### config.mk
export PLATFORM = sky130hd
export DESIGN_NAME = ring_arbiter
export DESIGN_NICKNAME = d
export VERILOG_FILES = /design/src/rtl/ring_arbiter.sv
export SDC_FILE = /design/constraint.sdc
export NUM_CORES = 1
export LEC_CHECK = 0
export BUFFER_PORTS_ARGS = -buffer_cell sky130_fd_sc_hd__buf_4
export CORE_ASPECT_RATIO = 0.9
export CORE_UTILIZATION = 50
export CTS_BUF_LIST = sky130_fd_sc_hd__clkbuf_16
export CTS_CLUSTER_SIZE = 40
export DETAILED_ROUTE_END_ITERATION = 8
export PLACE_DENSITY = 0.78
export SLEW_MARGIN = 10
export SYNTH_ARGS = -nofsm -noshare
export SYNTH_HDL_FRONTEND = slang
export SYNTH_SLANG_ARGS = --single-unit
### constraint.sdc
create_clock -name CLK -period 2.1 [get_ports CLK]
set_clock_uncertainty 0.2 [all_clocks]
set_input_delay 0.42 -clock CLK [delete_from_list [all_inputs] [get_ports CLK]]
set_output_delay 0.42 -clock CLK [all_outputs]
set_load 0.01 [all_outputs]
### src/rtl/ring_arbiter.sv
// Round-robin ring arbiter with a per-owner hold limit.
// A one-hot pointer rotates past each grantee; owners holding past MAX_HOLD are revoked.
module ring_arbiter #(
  parameter int N        = 4,
  parameter int MAX_HOLD = 8,
  localparam int IDX_W   = (N > 1) ? $clog2(N) : 1
) (
  input  logic             CLK,
  input  logic             RESET,
  input  logic [N-1:0]     req,
  output logic [N-1:0]     grant,
  output logic [IDX_W-1:0] owner,
  output logic             busy,
  output logic             timeout
);

  typedef enum logic {IDLE, OWNED} state_t;

  localparam logic [N-1:0] ONE       = N'(1);
  localparam logic [7:0]   HOLD_LAST = 8'(MAX_HOLD - 1);

  state_t             state_q, state_d;
  logic [N-1:0]       grant_q, grant_d;
  logic [IDX_W-1:0]   owner_q, owner_d;
  logic               timeout_q, timeout_d;
  logic [7:0]         hold_cnt_q, hold_cnt_d;
  logic [N-1:0]       ptr_q, ptr_d;

  logic [N-1:0]       cand;
  logic               win_found;
  logic [IDX_W-1:0]   win_idx;
  int                 ptr_idx;
  int                 scan_idx;
  logic               issue;
  logic [IDX_W-1:0]   issue_idx;

  // Ring search: scanning from the far end down lets the slot nearest ptr win last.
  always_comb begin
    ptr_idx   = 0;
    scan_idx  = 0;
    win_found = 1'b0;
    win_idx   = '0;
    for (int i = 0; i < N; i++) begin
      if (ptr_q[i[IDX_W-1:0]]) ptr_idx = i;
    end
    cand = (state_q == OWNED) ? (req & ~grant_q) : req;
    for (int i = N - 1; i >= 0; i--) begin
      scan_idx = (ptr_idx + i) % N;
      if (cand[scan_idx[IDX_W-1:0]]) begin
        win_found = 1'b1;
        win_idx   = scan_idx[IDX_W-1:0];
      end
    end
  end

  always_comb begin
    state_d    = state_q;
    grant_d    = grant_q;
    owner_d    = owner_q;
    timeout_d  = 1'b0;
    hold_cnt_d = hold_cnt_q;
    ptr_d      = ptr_q;
    issue      = 1'b0;
    issue_idx  = '0;

    case (state_q)
      IDLE: begin
        if (win_found) begin
          issue     = 1'b1;
          issue_idx = win_idx;
        end
      end
      OWNED: begin
        if (!req[owner_q]) begin
          if (win_found) begin
            issue     = 1'b1;
            issue_idx = win_idx;
          end else begin
            state_d    = IDLE;
            grant_d    = '0;
            owner_d    = '0;
            hold_cnt_d = '0;
          end
        end else if (hold_cnt_q < HOLD_LAST) begin
          hold_cnt_d = hold_cnt_q + 8'd1;
        end else begin
          // Revocation falls back to re-granting the same owner when nobody else waits.
          timeout_d = 1'b1;
          issue     = 1'b1;
          issue_idx = win_found ? win_idx : owner_q;
        end
      end
      default: state_d = IDLE;
    endcase

    if (issue) begin
      state_d    = OWNED;
      grant_d    = ONE << issue_idx;
      owner_d    = issue_idx;
      hold_cnt_d = '0;
      if (issue_idx == IDX_W'(N - 1)) ptr_d = ONE;
      else                            ptr_d = ONE << (issue_idx + 1'b1);
    end
  end

  always_ff @(posedge CLK) begin
    if (RESET) begin
      state_q    <= IDLE;
      grant_q    <= '0;
      owner_q    <= '0;
      timeout_q  <= 1'b0;
      hold_cnt_q <= '0;
      ptr_q      <= ONE;
    end else begin
      state_q    <= state_d;
      grant_q    <= grant_d;
      owner_q    <= owner_d;
      timeout_q  <= timeout_d;
      hold_cnt_q <= hold_cnt_d;
      ptr_q      <= ptr_d;
    end
  end

  assign grant   = grant_q;
  assign owner   = owner_q;
  assign busy    = |grant_q;
  assign timeout = timeout_q;

endmodule

# == Yosys cells after proc, flatten, opt, wreduce, memory -nomap -nowiden ==
# Index checks and enable logic that the tools add are counted.
# word_totals
reg_bits,20
out_inout_bits,8
wordCells,80
# op_classes
n_addsub,5
order_cmp,6
eq_ne,5
n_shift,2
n_mux,46
bitwise_logic,4
n_reduce_logical,6
# op_table
operator,n
$mux 2,14
$mux 4,6
$mux 8,3
$mux 1,16
$lt 2x3->1 const B,5
$bmux 1 s2,5
$add 8x1->8 const B,1
$lt 8x3->1 const B,1
$shl 1x2->4 const A,2
$ne 2x1->1 const B,3
$reduce_and 3->1,2
$add 2x1->2 const B,2
$add 2x2->2 const B,2
$and 4x4->4,1
$not 4->4,1
$pmux 2 s2,1
$reduce_or 4->1,1
$reduce_or 3->1,1
$eq 2x2->1 const B,1
$ne 2x2->1 const B,1
$not 1->1,2
$pmux 1 s2,1
$reduce_bool 2->1,1
$reduce_or 2->1,1

# == Logic depth before layout (Yosys ltp) ==
# logic_depth
ltp_word,17
mapped_depth,7

# == Worst setup path before layout ==
# OpenSTA, ideal clock, no wires.
# synth_timing
path_type,register to register
from,register owner_q[1] (netlist: owner[1])
to,register hold_cnt_q[6]
setup_ns,0.126
arrival_time_ns,1.687
path_slack_ns,0.087
stages_incl_launch_ff,7
synth_period_minus_slack_ns,2.013
path_cell_list,dfxtp_1 > mux2_4 > mux2_4 > and2_4 > o21a_4 > a41oi_1 > nor2_1
# synth_via
elab_chain_len,5
# synth_lines
item,line,rtl
from (decl),24,"logic [IDX_W-1:0] owner_q, owner_d;"
from (signal assigned),117,owner_q <= owner_d;
$bmux 1 s2 *,74,if (!req[owner_q]) begin
$mux 1 (implied by the code) *,74,
$mux 1,74,
$pmux 1 s2,66,case (state_q)
$reduce_or 2->1 (no source line),--,
to (signal assigned),119,hold_cnt_q <= hold_cnt_d;
to (decl),26,"logic [7:0] hold_cnt_q, hold_cnt_d;"
# Every way passes the cells marked *; elsewhere a longest branch is shown, timed or not. The select of a mux whose other input is x is not followed.
# A chain may end at the register's enable or synchronous reset.

# == Worst setup path after layout ==
# layout_timing
from,register state_q
to,register ptr_q[1]
# layout_via
elab_chain_len,14
# layout_lines
item,line,rtl
from (decl),22,"state_t state_q, state_d;"
from (signal assigned),115,state_q <= state_d;
$mux 4,46,cand = (state_q == OWNED) ? (req & ~grant_q) : req;
$bmux 1 s2,49,if (cand[scan_idx[IDX_W-1:0]]) begin
$mux 1 (implied by the code),49,
$mux 2 or $mux 1 (tied branches) (4 in series),49,
$mux 2,90,issue_idx = win_found ? win_idx : owner_q;
$mux 2,84,end else if (hold_cnt_q < HOLD_LAST) begin
$mux 2,74,
$pmux 2 s2,66,
$add 2x1->2,102,else ptr_d = ONE << (issue_idx + 1'b1);
$shl 1x2->4,102,
$mux 4,101,if (issue_idx == IDX_W'(N - 1)) ptr_d = ONE;
to (signal assigned),120,ptr_q <= ptr_d;
to (decl),27,"logic [N-1:0] ptr_q, ptr_d;"
# Parallel ways exist; a longest one is shown, timed or not. The select of a mux whose other input is x is not followed.

==> flow_summary.toml <==
[final_layout]
final_cell_mix = "buf_4 (29), dfxtp_1 (17), nor2_1 (16), nand2b_1 (6), a21oi_1 (6)"
fin_nets = 163
fillers = 147
final_common_cell = "buf_4"
regArea_um2 = 385
drive_above_1_share_pct = 38.7
finalCoreUtilization_pct = 73.7
insertedDiodeCount = 0
final_area_mm2 = 0.00148
syn_to_final_growth_pct = 31.7
stdcell_count = 180
multi_input_area_um2 = 748

[clock_tree]
cts_made_buffers = 3
cts_setup_buffers = 0
clkTransAtPathRegs_ns = 0.06
clk_latency_ns = 0.25
tritoncts = "done"
h-tree-depth = 1
clock_path_buffers = 2
clockRootBuffer = "clkbuf_16"
cts_num_sinks = 19

[detailed_routing]
drc = 0
postRouteAntennaNets = 0
vias = 1136
dr.pass1.iters = 4
wl_um = 3080
drt-initial-drc-count = 52
wl_per_cell_um = 17.1
viasPerCell = 6.31

[synth]
synth_cells = 124
syn_nets = 131
ys.flop_type = "dfxtp_1"
synth_seq_cells = 19
synth_area_mm2 = 0.00112
avgSynthCellArea_um2 = 9.06
ys_types = 47
async_reset_ff_share_pct = 0
synth_edf_count = 0
seq_area_frac_synth_pct = 33.9
ys.warnings.count = 0

[grt]
grt_remaining_overflow = 0
use_met2_pct = 43.8
antenna_found_initial = 0
grt_pass1_vias = 1032
use_met1_pct = 37.3
gr-usage-met3_pct = 7.77
track_usage_pct = 27.5
grt_first_pass_wirelength_um = 4770
busiest_layer = "met2"
grt_max_degree = 14

[placed_design]
dp_hpwl_um = 2250
gp_congestion = 0.944
dp.cells = 176
port_buffers = 13
placed_area_mm2 = 0.00136

[sta]
hold_viol_final = 0
setup_viol = 0
setup_tns_ns = 0
slew_headroom_pct = 70.0
period_share_pct = 98.5
period_needed_ns = 2.07
worst_slew_pin_slew_ns = 0.445
fmax_mhz = 484
slew_violations = 0

[power_and_ir_drop]
power_density_mw_per_mm2 = 1390
irDropWorstVdd_mv = 1.07
p_leak_nw = 0.666

[floorplan]
die_h_um = 47.0
core_area_mm2 = 0.00201
die_w_um = 52.0
num_io_pins = 14
die_area_mm2 = 0.00244
row_count = 15
initial_utilization_pct = 56.0

[worst_setup_path]
worstPathCellList = "o21bai_1 -> a311oi_2 -> a211oi_2 -> a211oi_2 -> nor4_2 -> buf_4 -> a21o_1"
max_stage_delay_ns = 0.38
cp.arrival_ns = 2.01
end_kind = "register"
cpMostUsedCell = "a211oi_2"
crit_type = "register to register"
start_kind = "register"
cpLargestDelayFamily = "compound AO/OA/AOI/OAI gates"
required_ns = 2.04
cp_max_fo = 11
crit_path_top_delay_cell = "dfxtp_4"
worstPathBufferInverterCount = 1

[run_status]
status = "finished, final reports clean"

[run]
maxCapViolCount = 0

[worst_hold_path]
hp-class = "input pin to register"
[report_power, final]
group	switching (W)	total (W)	internal (W)
clock	0.000138	0.000395	0.000257
sequential	0.000112	0.000557	0.000445
combinational	0.000542	0.00110	0.000560
[layer usage]
metal | wire length [um] | share of wire (%)
met1 | 1310 | 42
met2 | 1470 | 48
met3 | 278 | 9.0
met4 | 30 | 0.97
met5 | 0 | 0
[state kept, by name, summed over array words and instances (netlist names)]
register,count
grant,4
hold_cnt_q,8
owner,2
ptr_q,3
state_q,1
timeout,1
[logic make-up after synthesis]
group           after synthesis  synth area share, %
mux                           5                 5.79
flops                        19                 33.9
compound gates               42                 31.1
fa+ha+maj                     1                 1.11
buf+inv                       6                 2.78
simple gates                 51                 25.4
[worst paths after layout]
check | end | start | depth (start not counted) | slack, ns
max | ptr_q[1]$_SDFFE_PP0P_ | state_q$_SDFF_PP0_ | 7 | 0.03
min | state_q$_SDFF_PP0_ | RESET | 2 | 0.25
max reg2reg | ptr_q[1]$_SDFFE_PP0P_ | state_q$_SDFF_PP0_ | 7 | 0.03
min reg2reg | hold_cnt_q[7]$_SDFFE_PP0P_ | hold_cnt_q[7]$_SDFFE_PP0P_ | 2 | 0.29
[synthesized netlist by cell type, drive strengths merged, types with 3 or more instances]
library cell	number	area [um^2]
a21o	4	31.3
inv	4	15.0
dfxtp	19	380
and2	5	35.0
nand3	3	15.0
nor3	7	51.3
a21boi	3	22.5
o22ai	3	25.0
o21ai	5	25.0
nor4	3	18.8
mux2	3	45.0
nand2b	6	37.5
a21oi	7	35.0
and3	4	25.0
nor2	17	63.8
[what timing repair did]
action                                  CTS  global route
hold buffers                              0             0
gates resized for setup                   2             9
cloned                                    0             0
endpoints found under the setup margin    4            10
[stage by stage]
stage               setup WS [ns]  total power (W)  hold WS, ns
floorplan                  0.0871          0.00116        0.241
global placement          -0.0919          0.00155        0.268
detailed placement        -0.0803          0.00157        0.279
CTS                       0.00195          0.00199        0.232
global route              -0.0386          0.00216        0.260
finish                     0.0318          0.00205        0.247
[worst reg2reg max path, stage by stage (launching register included)]
cell and delay [ns]:
dfxtp_4 0.38, o21bai_1 0.20, a311oi_2 0.35, a211oi_2 0.10, a211oi_2 0.33, nor4_2 0.10
buf_4 0.14, a21o_1 0.14
[layout make-up]
type	count	area share, %
clock buffers	3	5.07
clock inverters	1	0.507
repair buffers	29	14.7
multi-input cells	99	50.5
inverters	4	1.01
well taps	25	2.11
flip-flops and latches	19	26.0
No activity file was read; power rests on OpenSTA's default activity.
